<file path="src/rtl/ticker_prog.sv">
// ---------------------------------------------------------------------------
// ticker_prog -- programmable periodic / one-shot tick generator
//
// A WIDTH-bit counter runs while the FSM is in RUN and emits a one-cycle
// tick every period_r+1 enabled cycles. In periodic mode (mode = 0) the
// block keeps running. In one-shot mode (mode = 1) it returns to IDLE after
// one tick. A new period is staged in a shadow register and takes effect
// only at an interval boundary (the tick cycle) or while idle, so a running
// interval is never cut short or stretched.
//
// Optional feature (macro TICKER_PROG_TICK_CNT_EN): adds a CNT_WIDTH-bit
// free-running tick counter output tick_cnt.
//
// Ports
//   clk          in   single clock, rising edge
//   reset        in   asynchronous, active-high reset
//   enable       in   run gate; low freezes counter, state and tick_cnt
//   mode         in   0 = periodic, 1 = one-shot (sampled in tick cycles)
//   start        in   one-cycle pulse that arms a one-shot interval
//   period_load  in   captures period_in into the shadow register
//   period_in    in   [WIDTH]      new period value
//   tick         out  one-cycle tick pulse
//   busy         out  high while the FSM is in RUN
//   period_out   out  [WIDTH]      active period value
//   tick_cnt     out  [CNT_WIDTH]  tick counter (only with the macro)
// ---------------------------------------------------------------------------
module ticker_prog #(
  parameter int WIDTH        = 10,
  parameter int RESET_PERIOD = 1000,
  parameter int CNT_WIDTH    = 8
) (
  input  logic             clk,
  input  logic             reset,
  input  logic             enable,
  input  logic             mode,
  input  logic             start,
  input  logic             period_load,
  input  logic [WIDTH-1:0] period_in,
  output logic             tick,
  output logic             busy,
  output logic [WIDTH-1:0] period_out
`ifdef TICKER_PROG_TICK_CNT_EN
  ,
  output logic [CNT_WIDTH-1:0] tick_cnt
`endif
);

  // Elaboration-time parameter sanity checks.
  if ((RESET_PERIOD >> WIDTH) != 0 || RESET_PERIOD < 0) begin : g_bad_reset_period
    $error("ticker_prog: RESET_PERIOD does not fit in WIDTH bits");
  end
  if (CNT_WIDTH < 1) begin : g_bad_cnt_width
    $error("ticker_prog: CNT_WIDTH must be at least 1");
  end

  localparam logic [WIDTH-1:0] RESET_VAL = WIDTH'(RESET_PERIOD);

  typedef enum logic {
    IDLE = 1'b0,
    RUN  = 1'b1
  } state_t;

  state_t           state, state_next;
  logic [WIDTH-1:0] count, count_next;
  logic [WIDTH-1:0] period_r;
  logic [WIDTH-1:0] shadow_r;
  logic             pending;

  // The only input in the decode is the enable gate; everything else is
  // registered state, so tick has no path from mode/start/period_in.
  assign tick       = (state == RUN) && enable && (count == period_r);
  assign busy       = (state == RUN);
  assign period_out = period_r;

  // -------------------------------------------------------------------------
  // Next-state / next-count logic
  // -------------------------------------------------------------------------
  always_comb begin
    // NOTE: every output of this block gets a default first, so no path
    // through the case can leave a signal unassigned and infer a latch.
    state_next = state;
    count_next = count;
    if (enable) begin
      unique case (state)
        IDLE: begin
          // Periodic mode starts as soon as it is enabled; one-shot waits
          // for a start pulse. Either way the interval begins at count 0.
          if (!mode || start) begin
            state_next = RUN;
            count_next = '0;
          end
        end
        RUN: begin
          // start is deliberately ignored here; mode only matters at the
          // wrap so a mode change never truncates a running interval.
          if (tick) begin
            count_next = '0;
            if (mode) state_next = IDLE;
          end else begin
            count_next = count + 1'b1;
          end
        end
        default: begin
          state_next = IDLE;
          count_next = '0;
        end
      endcase
    end
  end

  // -------------------------------------------------------------------------
  // State and counter registers
  // -------------------------------------------------------------------------
  always_ff @(posedge clk or posedge reset) begin
    // NOTE: sequential state is updated with non-blocking assignments so all
    // registers see pre-edge values regardless of statement order.
    if (reset) begin
      state <= IDLE;
      count <= '0;
    end else begin
      state <= state_next;
      count <= count_next;
    end
  end

  // -------------------------------------------------------------------------
  // Period staging: shadow register plus pending flag.
  // A load that lands exactly on a tick bypasses the shadow so the new value
  // governs the very next interval. Otherwise the shadow is copied over at
  // the next wrap, or immediately while idle. Transfers are not gated by
  // enable in IDLE since no interval is in progress.
  // -------------------------------------------------------------------------
  always_ff @(posedge clk or posedge reset) begin
    if (reset) begin
      period_r <= RESET_VAL;
      shadow_r <= RESET_VAL;
      pending  <= 1'b0;
    end else if (period_load) begin
      shadow_r <= period_in;
      if (tick) begin
        period_r <= period_in;
        pending  <= 1'b0;
      end else begin
        pending  <= 1'b1;
      end
    end else if (pending && (tick || state == IDLE)) begin
      period_r <= shadow_r;
      pending  <= 1'b0;
    end
  end

`ifdef TICKER_PROG_TICK_CNT_EN
  // Tick counter wraps naturally from all-ones to zero.
  always_ff @(posedge clk or posedge reset) begin
    if (reset) begin
      tick_cnt <= '0;
    end else if (tick) begin
      tick_cnt <= tick_cnt + 1'b1;
    end
  end
`endif

endmodule

</file>
<file path="config.mk">
export PLATFORM = sky130hd
export DESIGN_NAME = ticker_prog
export DESIGN_NICKNAME = d
export VERILOG_FILES = /design/src/rtl/ticker_prog.sv
export SDC_FILE = /design/constraint.sdc
export NUM_CORES = 1
export LEC_CHECK = 0
export BUFFER_PORTS_ARGS = -buffer_cell sky130_fd_sc_hd__buf_2
export CAP_MARGIN = 20
export CORE_ASPECT_RATIO = 0.75
export CORE_MARGIN = 5
export CORE_UTILIZATION = 57
export DETAILED_ROUTE_END_ITERATION = 8
export PLACE_DENSITY_LB_ADDON = 0.3
export SYNTH_ARGS = -nofsm -noshare
export SYNTH_HDL_FRONTEND = slang
export SYNTH_SLANG_ARGS = --single-unit
</file>
<file path="constraint.sdc">
create_clock -name clk -period 2.5 [get_ports clk]
set_clock_uncertainty 0.05 [all_clocks]
set_input_delay 0.375 -clock clk [delete_from_list [all_inputs] [get_ports clk]]
set_output_delay 0.375 -clock clk [all_outputs]
set_load 0.03 [all_outputs]
</file>
-- Yosys cells after proc, flatten, opt, wreduce, memory -nomap -nowiden
Cells that the tools add are included.
Widths: inputs -> output; s select.
- bits of input ports: 16
- output and inout bits: 12
- register bits: 32
- multiplexer cells: 13
- equality and inequality tests: 3
- reductions and logical operators: 9
- bitwise operators: 1
- add/sub/neg operators: 1
- operators by type and width (operator ; number):
    $mux 10 ; 5
    $pmux 10 s2 ; 1
    $add 10x1->10 const B ; 1
    $eq 10x10->1 ; 1
    $mux 1 ; 6
    $reduce_and 2->1 ; 2
    $logic_and 1x1->1 ; 3
    $logic_or 1x1->1 ; 2
    $ne 2x1->1 const B ; 1
    $ne 2x2->1 const B ; 1
    $pmux 1 s2 ; 1
    $reduce_bool 2->1 ; 1
    $logic_not 1->1 ; 1
    $not 1->1 ; 1

-- Logic depth before layout (Yosys ltp)
Gate-level depths: netlist (run 1).
- depth in word-level cells: 6
- gate-level depth with buffers: 7
- gate-level depth less buffers: 6

-- Least setup slack after synthesis (run 1)
OpenSTA, ideal clock, no wires.
- path kind: register to output
- start point: reg state, in the netlist busy
- end point: out tick
- arrival: 1.609 ns
- slack: 0.466 ns
- buffers on the path: 2
- cell stages (with the launch flop): 7
- required time: 2.075 ns
- cell sequence: dfrtp_1 -> buf_4 -> and2_1 -> and4_1 -> buf_2 -> nand3_1 -> inv_1
- longest elaborated chain between the ends: 2
- RTL lines (element ; RTL line ; source):
    start: declaration ; 63 ; state_t state, state_next;
    start signal: assignment ; 121 ; state <= state_next;
    $logic_and 1x1->1 (2 in a row) ; 71 ; assign tick = (state == RUN) && enable && (count == period_r);
    end: declaration ; 39 ; output logic tick,
Every way passes these cells.

-- Final worst setup path (run 1)
- start point: reg period_r[5], in the netlist period_out[5]
- end point: out tick
- longest elaborated chain between the ends: 2
- RTL lines (element ; RTL line ; source):
    start: declaration ; 65 ; logic [WIDTH-1:0] period_r;
    start signal: assignment ; 141 ; period_r <= period_in;
    start signal: assignment ; 147 ; period_r <= shadow_r;
    $eq 10x10->1 ; 71 ;
    $logic_and 1x1->1 ; 71 ;
Every way passes these cells.

==> metrics, run 1 <==
xor/xnor share of the synthesized area=4.364%; Initial Util=60.21%; DR vias=1749; deepest clock path buffer count=2; drt drc=0; total grt overflow=0; Mapped Area=2007 sq um; Cell Rows=18; Main synth FF type=dfrtp_1; Final TNS setup=0 ns; Hold Path Class=primary input to async pin; vias per inst=6.314; pwr dens=593.5 nW/um^2; Avg Inst Size Synth=9.467 sq um; Critical Path End Type=output pin; postcts setup bufs=0; Switching Power=0.4083 mW; RSZ-0062 raised after global routing=no; main combinational cell family by area after synthesis=compound AO/OA/AOI/OAI gates; post-route cell area=2245 sq um; Final Net Count=253; routed wire length=4.681 mm; fin crit share=95.49%; antenna violations before repair=0; htree depth=2; Sw Ratio=30.65%; P_int=0.9239 mW; Comb power frac=19.1%; Clk pwr share=31.2%; wire length per cell=16.90 um; Die X=78.52 um; worst path bufs/invs=2; internal reg-to-reg setup slack=0.38 ns; worst IR drop on VDD=392.4 uV; I/O Pins=28; Top delay family on crit path=flip-flops; synth cell count leaders=dfrtp_1 (20), nand2_1 (16), nor2_1 (14), dfstp_2 (12); CTS sink count=32; post-route ant nets=0; R2R Path End=period_out[3]$_DFFE_PP1P_; Cell variety after synth=42; leading area contributor after synthesis=dfrtp_1; EDFF count, synth=0; Root Buffer=clkbuf_8; largest net degree at the start of global routing=36; sequential share of power=49.7%; final hold violations=0; largest cells by area after synthesis=dfrtp_1 (25%), dfstp_2 (16%), xnor2_1 (4.4%), a31oi_1 (3.4%), mux2_2 (3.4%); Placed Area=2150 sq um; post-synth net total=229; Clk Latency, worst-skew pair=0.29 ns; crit path cell chain=xnor2_1, and4_4, nand3_1, inv_1, buf_2; mux cell area share after synthesis=3.865%; Final Setup Violations=0; Filler cells=285; Compound-Gate Fraction of Synth Area=25.06%; simple-gate share of the synthesized area=19.76%; slowest CP cell=dfstp_2; I/O Buffers=27; minimum clock period=2.387 ns; critical path peak fanout=9; Startpoint Class=register; Leakage=0.9233 nW; sequential share of the synthesized area=40.65%; WS Path Type=register to output pin; clock slew at reported path FFs=0.07 ns; top-area cell type share of the netlist area=24.94%; FF+latch count, synth=32; Area growth, synth to finish=11.85%; router iterations before antenna repair=4; total CTS buffers=5; vias in the first global route=1544; GRT Total Usage=21.78%; DP HPWL=3.245 mm; Async S/R FF share, synth=100.0%; CTS tree=built; Mapped Cells=212; R2R cell count=6; slew margin rel.=59.44%; measured slew at the worst slew-check pin=0.6083 ns; die height=61.39 um; status=finished, final reports clean; Max Cap Viol=0; fmax=0.4189 GHz; post-synthesis adder-cell area fraction=0.6234%; cell with the most instances after synthesis=dfrtp_1; max-slew violation count=0; Die ar.=4820 sq um; GP Congestion=0.8705; WP data required=2.08 ns; floorplan core area=3333 sq um; Critical Path AT=1.96 ns; DR iter-0 viols=169; global-route wire length before repair=7.859 mm; max incr delay on CP=0.61 ns; FF-to-FF Start=period_out[5]$_DFFE_PP1P_; Syn. warnings=0; antenna cell count=0; layout cells sized above 1=32.07%
==> per-layer routing <==
| layer | up-vias | part of all wire [%] | GRT usage [%] | wire [um] |
|---|---|---|---|---|
| li1 | 844 | - | - | - |
| met1 | 813 | 49 | 35.03 | 2301 |
| met2 | 79 | 40 | 26.96 | 1879 |
| met3 | 13 | 8.2 | 4.532 | 384 |
| met4 | 0 | 2.5 | 10.22 | 116 |
| met5 | - | 0 | 0 | 0 |
==> layout by cell type (no fill, tap or decap), types with 4 or more instances in the layout <==
cell type and count:
buf_2 27, dfrtp_1 20, nand2_1 16, nor2_1 14
dfstp_2 12, o21ai_0 11, a31oi_1 11, xnor2_1 10
nor4_1 10, o22ai_1 10, nand3_1 8, inv_1 7
o21a_1 7, nor3_1 7, mux2_2 6, o22a_1 6
clkbuf_8 6, buf_4 6, nand4_1 5, a311o_1 4
a21oi_2 4
==> area by class of cell <==
class	instances	area, sq um	share of cell area, %
Tap cell	40	50.05	2.230
Sequential cell	32	815.8	36.34
Clock inverter	2	10.01	0.4459
Multi-Input combinational cell	157	1080	48.11
Inverter	7	26.28	1.171
Timing Repair Buffer	33	180.2	8.027
Clock buffer	6	82.58	3.679
==> state kept, by name, summed over array words and instances, names as in the netlist <==
register    cells
period_out     10
pending         1
count          10
busy            1
shadow_r       10
==> timing repair <==
action / in CTS / in global routing
setup endpoints to repair: 0 / 1
hold buffers: 0 / 0
gates resized for setup: 0 / 2
==> cells by family after synthesis <==
| family | after synthesis |
|---|---|
| buffers and inverters | 23 |
| flip-flops | 32 |
| multiplexers | 7 |
| AND/OR/NAND/NOR | 74 |
| AO/OA/AOI/OAI | 65 |
| adder cells (fa/ha/maj) | 1 |
| XOR/XNOR | 10 |
==> power groups by stage <==
stage | clock (mW) | combinational (mW) | sequential, mW
4_1_cts | 0.414 | 0.253 | 0.660
3_3_place_gp | 0 | 0.242 | 0.667
6_report | 0.416 | 0.255 | 0.662
3_5_place_dp | 0 | 0.250 | 0.669
2_1_floorplan | 0 | 0.217 | 0.639
5_1_grt | 0.436 | 0.284 | 0.673
==> how the worst max path moves through the flow <==
stage	startpoint	endpoint	slack [ns]	cells past startpoint
2_1_floorplan	busy$_DFFE_PP0P_	tick	0.47	6
3_3_place_gp	period_out[7]$_DFFE_PP1P_	tick	0.42	5
3_5_place_dp	period_out[7]$_DFFE_PP1P_	tick	0.38	5
4_1_cts	period_out[7]$_DFFE_PP1P_	tick	0.06	5
5_1_grt	period_out[5]$_DFFE_PP1P_	tick	0.03	5
6_report	period_out[5]$_DFFE_PP1P_	tick	0.11	5
==> worst min-delay path, stage by stage <==
cell and delay, ns:
buf_2 0.09, inv_1 0.04, buf_4 0.36
==> stage by stage <==
step                      hold slack [ns]  setup slack [ns]  total power, mW  std cells  utilization (%)
after floorplan                    0.4220            0.4660           0.8558        212                -
after global placement             0.4314            0.4179           0.9094        269            64.49
after detailed placement           0.4279            0.3772           0.9184        269            64.49
after CTS                          0.1263           0.06451            1.327        277            67.27
after global routing               0.1672           0.03394            1.393        277            67.34
final                              0.1061            0.1128            1.332        277            67.34
No activity file was read; power rests on OpenSTA's default activity.
==> run 2, diff against run 1 <==
Settings changed: CORE_UTILIZATION 57 to 58, CTS_BUF_LIST from default to sky130_fd_sc_hd__clkbuf_4 sky130_fd_sc_hd__clkbuf_8, SETUP_SLACK_MARGIN from default to 0.15.
==> run 2 against run 1 <==
Final area grew 0.84%. Routed wire length shrank 0.62%. Setup slack gained 0.17 ns. Global-route usage grew 0.17 points. Non-clock buffer count grew 1. Critical path type unchanged.
==> metrics, run 2 (same netlist as run 1, synthesis figures left out) <==
status=finished, final reports clean; GP Congestion=0.8592; layout cells sized above 1=32.77%; fin crit share=88.78%; vias in the first global route=1703; GRT Total Usage=21.96%; post-route cell area=2263 sq um; Clk pwr share=31.9%; sequential share of power=49.2%; Startpoint Class=register; max-slew violation count=0; Sw Ratio=29.50%; Placed Area=2142 sq um; vias per inst=6.353; Cell Rows=18; Final Net Count=254; highest-count cells in the layout ignoring fill and taps=buf_2 (27), dfrtp_1 (19), nand2_1 (16); min setup slack post-route=0.2805 ns; clock slew at reported path FFs=0.07 ns; P_int=0.9505 mW; wire length per cell=16.73 um; Die X=77.93 um; placed cells=268; pwr dens=595.6 nW/um^2; antenna cell count=0; Max Cap Viol=0; minimum clock period=2.219 ns; WS Path Type=register to output pin; Core Util, Final=68.37%; CTS tree=built; Root Buffer=clkbuf_8; non-filler cells, final=278; slew margin rel.=56.09%; DP HPWL=3.270 mm; fmax=0.4506 GHz; Area growth, synth to finish=12.78%; largest net degree at the start of global routing=36; router iterations before antenna repair=4; routed wire length=4.652 mm; Switching Power=0.3976 mW; final hold slack=0.1047 ns; deepest clock path buffer count=2; antenna violations before repair=0; Critical Path AT=1.79 ns; Leakage=0.9297 nW; Hold Path Class=primary input to async pin; global-route wire length before repair=8.093 mm; WP data required=2.08 ns; commonest non-fill, non-tap cell in the layout=buf_2; measured slew at the worst slew-check pin=0.6543 ns; Critical Path End Type=output pin; I/O Buffers=27; RSZ-0062 raised after global routing=no; floorplan core area=3311 sq um; Filler cells=265; critical path peak fanout=9; Clk Latency, worst-skew pair=0.29 ns; post-route ant nets=0; total CTS buffers=5; Die ar.=4749 sq um; Pwr Total=1.348 mW; DR iter-0 viols=135; Final Setup Violations=0; I/O Pins=28; Final TNS setup=0 ns; Setup WS pre-CTS=0.3826 ns; drt drc=0; total grt overflow=0; final hold violations=0; CTS sink count=32; Initial Util=60.62%; worst IR drop on VDD=480.6 uV; DR vias=1766; Comb power frac=18.9%; htree depth=2; die height=60.94 um
[run 2: final timing paths]
check / startpoint / to / slack (ns) / cells after the start
setup / recovery: period_out[9]$_DFFE_PP1P_ / tick / 0.28 / 5
setup reg to reg: period_out[7]$_DFFE_PP1P_ / period_out[5]$_DFFE_PP1P_ / 0.40 / 6
hold / removal: reset / count[0]$_DFFE_PP0P_ / 0.10 / 3
hold reg to reg: shadow_r[4]$_DFFE_PP0P_ / shadow_r[4]$_DFFE_PP0P_ / 0.50 / 1
min in group clk: mode / busy$_DFFE_PP0P_ / 0.23 / 2
max in group asynchronous: reset / period_out[5]$_DFFE_PP1P_ / 1.96 / 3
[run 2: metal layers]
layer	GRT usage [%]	up-vias	share of wire, %
met5	0	-	0
met4	9.880	0	1.9
met3	6.973	12	7.3
met2	33.41	63	44
met1	29.09	839	47
li1	-	852	-
[run 2: layout make-up]
class	count	area [sq um]	share of cell area, %
flip-flops and latches	32	817.0	36.10
repair buffers	34	187.7	8.292
clock buffers	8	97.59	4.312
multi-input cells	157	1085	47.93
well taps	40	50.05	2.211
inverters	7	26.28	1.161
[run 2: power groups by stage]
stage	registers (mW)	clock network, mW	logic (mW)
floorplan	0.639	0	0.217
global placement	0.667	0	0.242
detailed placement	0.668	0	0.248
CTS	0.661	0.438	0.250
global route	0.673	0.469	0.288
finish	0.664	0.430	0.255
[run 2: critical path: stages, from the launching register on]
cell and delay [ns]:
dfstp_2 0.60, xnor2_1 0.16, and3_4 0.29, nand3_1 0.18, inv_1 0.08, buf_2 0.19
[run 2: timing repair]
action	CTS	global route
hold buffers	0	0
gates resized for setup	2	3
pin swaps	0	1
endpoints found under the setup margin	1	1
cloned	0	0
buffers inserted	0	2
==> run 3, diff against run 2 <==
==> constraint.sdc (replaced) <==
create_clock -name clk -period 2.5 [get_ports clk]
set_clock_uncertainty 0.05 [all_clocks]
set_input_delay 0.25 -clock clk [delete_from_list [all_inputs] [get_ports clk]]
set_output_delay 0.25 -clock clk [all_outputs]
set_load 0.03 [all_outputs]
==> run 3 against run 2 <==
The run now ends with hold timing left. Final cell count decreased by 0.36%. Flip-flop and latch count unchanged. Core utilization decreased by 0.38 points. Via count increased by 0.62%. Largest power group unchanged. Sequential share of layout area increased by 0.14 points. Count of clock-buffer cells in the layout unchanged. Total power increased by 0.53%. Global-route usage decreased by 0.46 points. Maximum frequency decreased by 0.57%. Routed wire length increased by 3.1%.
==> metrics, run 3 (same netlist as run 1, synthesis figures left out) <==
status=finished with violations; failing checks=hold timing; Initial Util=60.62%; Setup WS pre-CTS=0.4492 ns; placed cells=269; slew margin rel.=59.08%; Area growth, synth to finish=12.16%; Final Net Count=253; Cell Rows=18; final hold violations=20; routed wire length=4.798 mm; postcts setup bufs=0; Max Cap Viol=0; post-route cell area=2251 sq um; CTS sink count=32; DP HPWL=3.376 mm; pwr dens=602.1 nW/um^2; crit path cell chain=xnor2_1, and4_4, nand3_1, inv_1, buf_2; Final TNS setup=0 ns; max-slew violation count=0; GRT Total Usage=21.50%; register area=815.8 sq um; Top delay family on crit path=flip-flops; slowest CP cell=dfstp_2; DR iter-0 viols=177; Clk Latency, worst-skew pair=0.29 ns; Startpoint Class=register; I/O Buffers=27; highest-count cells in the layout ignoring fill and taps=buf_2 (27), dfrtp_1 (20), nand2_1 (16); Filler cells=260; Placed Area=2150 sq um; global-route wire length before repair=7.997 mm; Pwr Total=1.355 mW; GP Congestion=0.9331; largest net degree at the start of global routing=36; fin crit share=89.28%; floorplan core area=3311 sq um; layout cells sized above 1=32.07%; I/O Pins=28; deepest clock path buffer count=2; Leakage=0.9254 nW; max incr delay on CP=0.59 ns; measured slew at the worst slew-check pin=0.6138 ns; Final Setup Violations=0; die height=60.94 um; worst path bufs/invs=2; total grt overflow=0; vias in the first global route=1650; post-route ant nets=0; wire length per cell=17.32 um; non-filler cells, final=277; total CTS buffers=5; Die X=77.93 um; antenna violations before repair=0; final hold slack=-0.01298 ns; DR vias=1777; minimum clock period=2.232 ns; Core Util, Final=67.99%; antenna cell count=0; min setup slack post-route=0.2679 ns; Die ar.=4749 sq um; htree depth=2; drt drc=0; WP data required=2.20 ns; Root Buffer=clkbuf_8; worst IR drop on VDD=397.2 uV; Critical Path AT=1.93 ns; post-CTS resize count=0; RSZ-0062 raised after global routing=no; vias per inst=6.415; area of the multi-input gates=1081 sq um; CTS Hold Bufs=0; router iterations before antenna repair=4; Critical Path End Type=output pin; fmax=0.4480 GHz; WS Path Type=register to output pin; commonest non-fill, non-tap cell in the layout=buf_2; Hold Path Class=primary input to async pin; critical path peak fanout=9; clock slew at reported path FFs=0.07 ns; CTS tree=built
run 3: cell count changes in the layout (fill, tap and decap cells not counted):
cell,delta
buf_4,-1
and3_4,-1
dfrtp_1,+1
and3_2,+1
dfrtp_2,-1
run 3: worst register-to-register path: cells and delay by family (launching register included):
family	cells	cell delay [ns]
flops	1	0.44
compound gates	2	0.55
simple gates	2	0.38
xor+xnor	1	0.33
buf+inv	1	0.26
run 3: final timing paths:
kind	start	end	slack, ns	cells past startpoint
worst min-delay path	reset	count[9]$_DFFE_PP0P_	-0.01	3
min in group clk	mode	busy$_DFFE_PP0P_	0.11	2
worst min register to register	shadow_r[4]$_DFFE_PP0P_	shadow_r[4]$_DFFE_PP0P_	0.49	1
worst max register to register	count[2]$_DFFE_PP0P_	period_out[5]$_DFFE_PP1P_	0.42	6
worst max-delay path	period_out[3]$_DFFE_PP1P_	tick	0.27	5
max in group asynchronous	reset	period_out[5]$_DFFE_PP1P_	2.08	3
run 3: layout make-up:
| class | instances | area share (%) |
|---|---|---|
| flip-flops and latches | 32 | 36.24 |
| inverters | 7 | 1.167 |
| repair buffers | 33 | 8.004 |
| well taps | 40 | 2.223 |
| multi-input cells | 157 | 48.03 |
| clock buffers | 8 | 4.336 |
run 3: power breakdown:
group	leakage (nW)	internal, mW	total, mW	switching [mW]
sequential	0.354	0.585	0.664	0.0788
combinational	0.519	0.119	0.262	0.143
clock	0.0523	0.246	0.430	0.184
run 3: per-layer routing:
| layer | share of wire [%] | wire length [um] | track usage (%) | vias to the layer above |
|---|---|---|---|---|
| met5 | 0 | 0 | 0 | - |
| met4 | 1.6 | 77 | 8.193 | 0 |
| met2 | 45 | 2144 | 34.01 | 68 |
| met3 | 8.4 | 401 | 5.045 | 11 |
| met1 | 45 | 2174 | 29.20 | 850 |
| li1 | - | - | - | 848 |
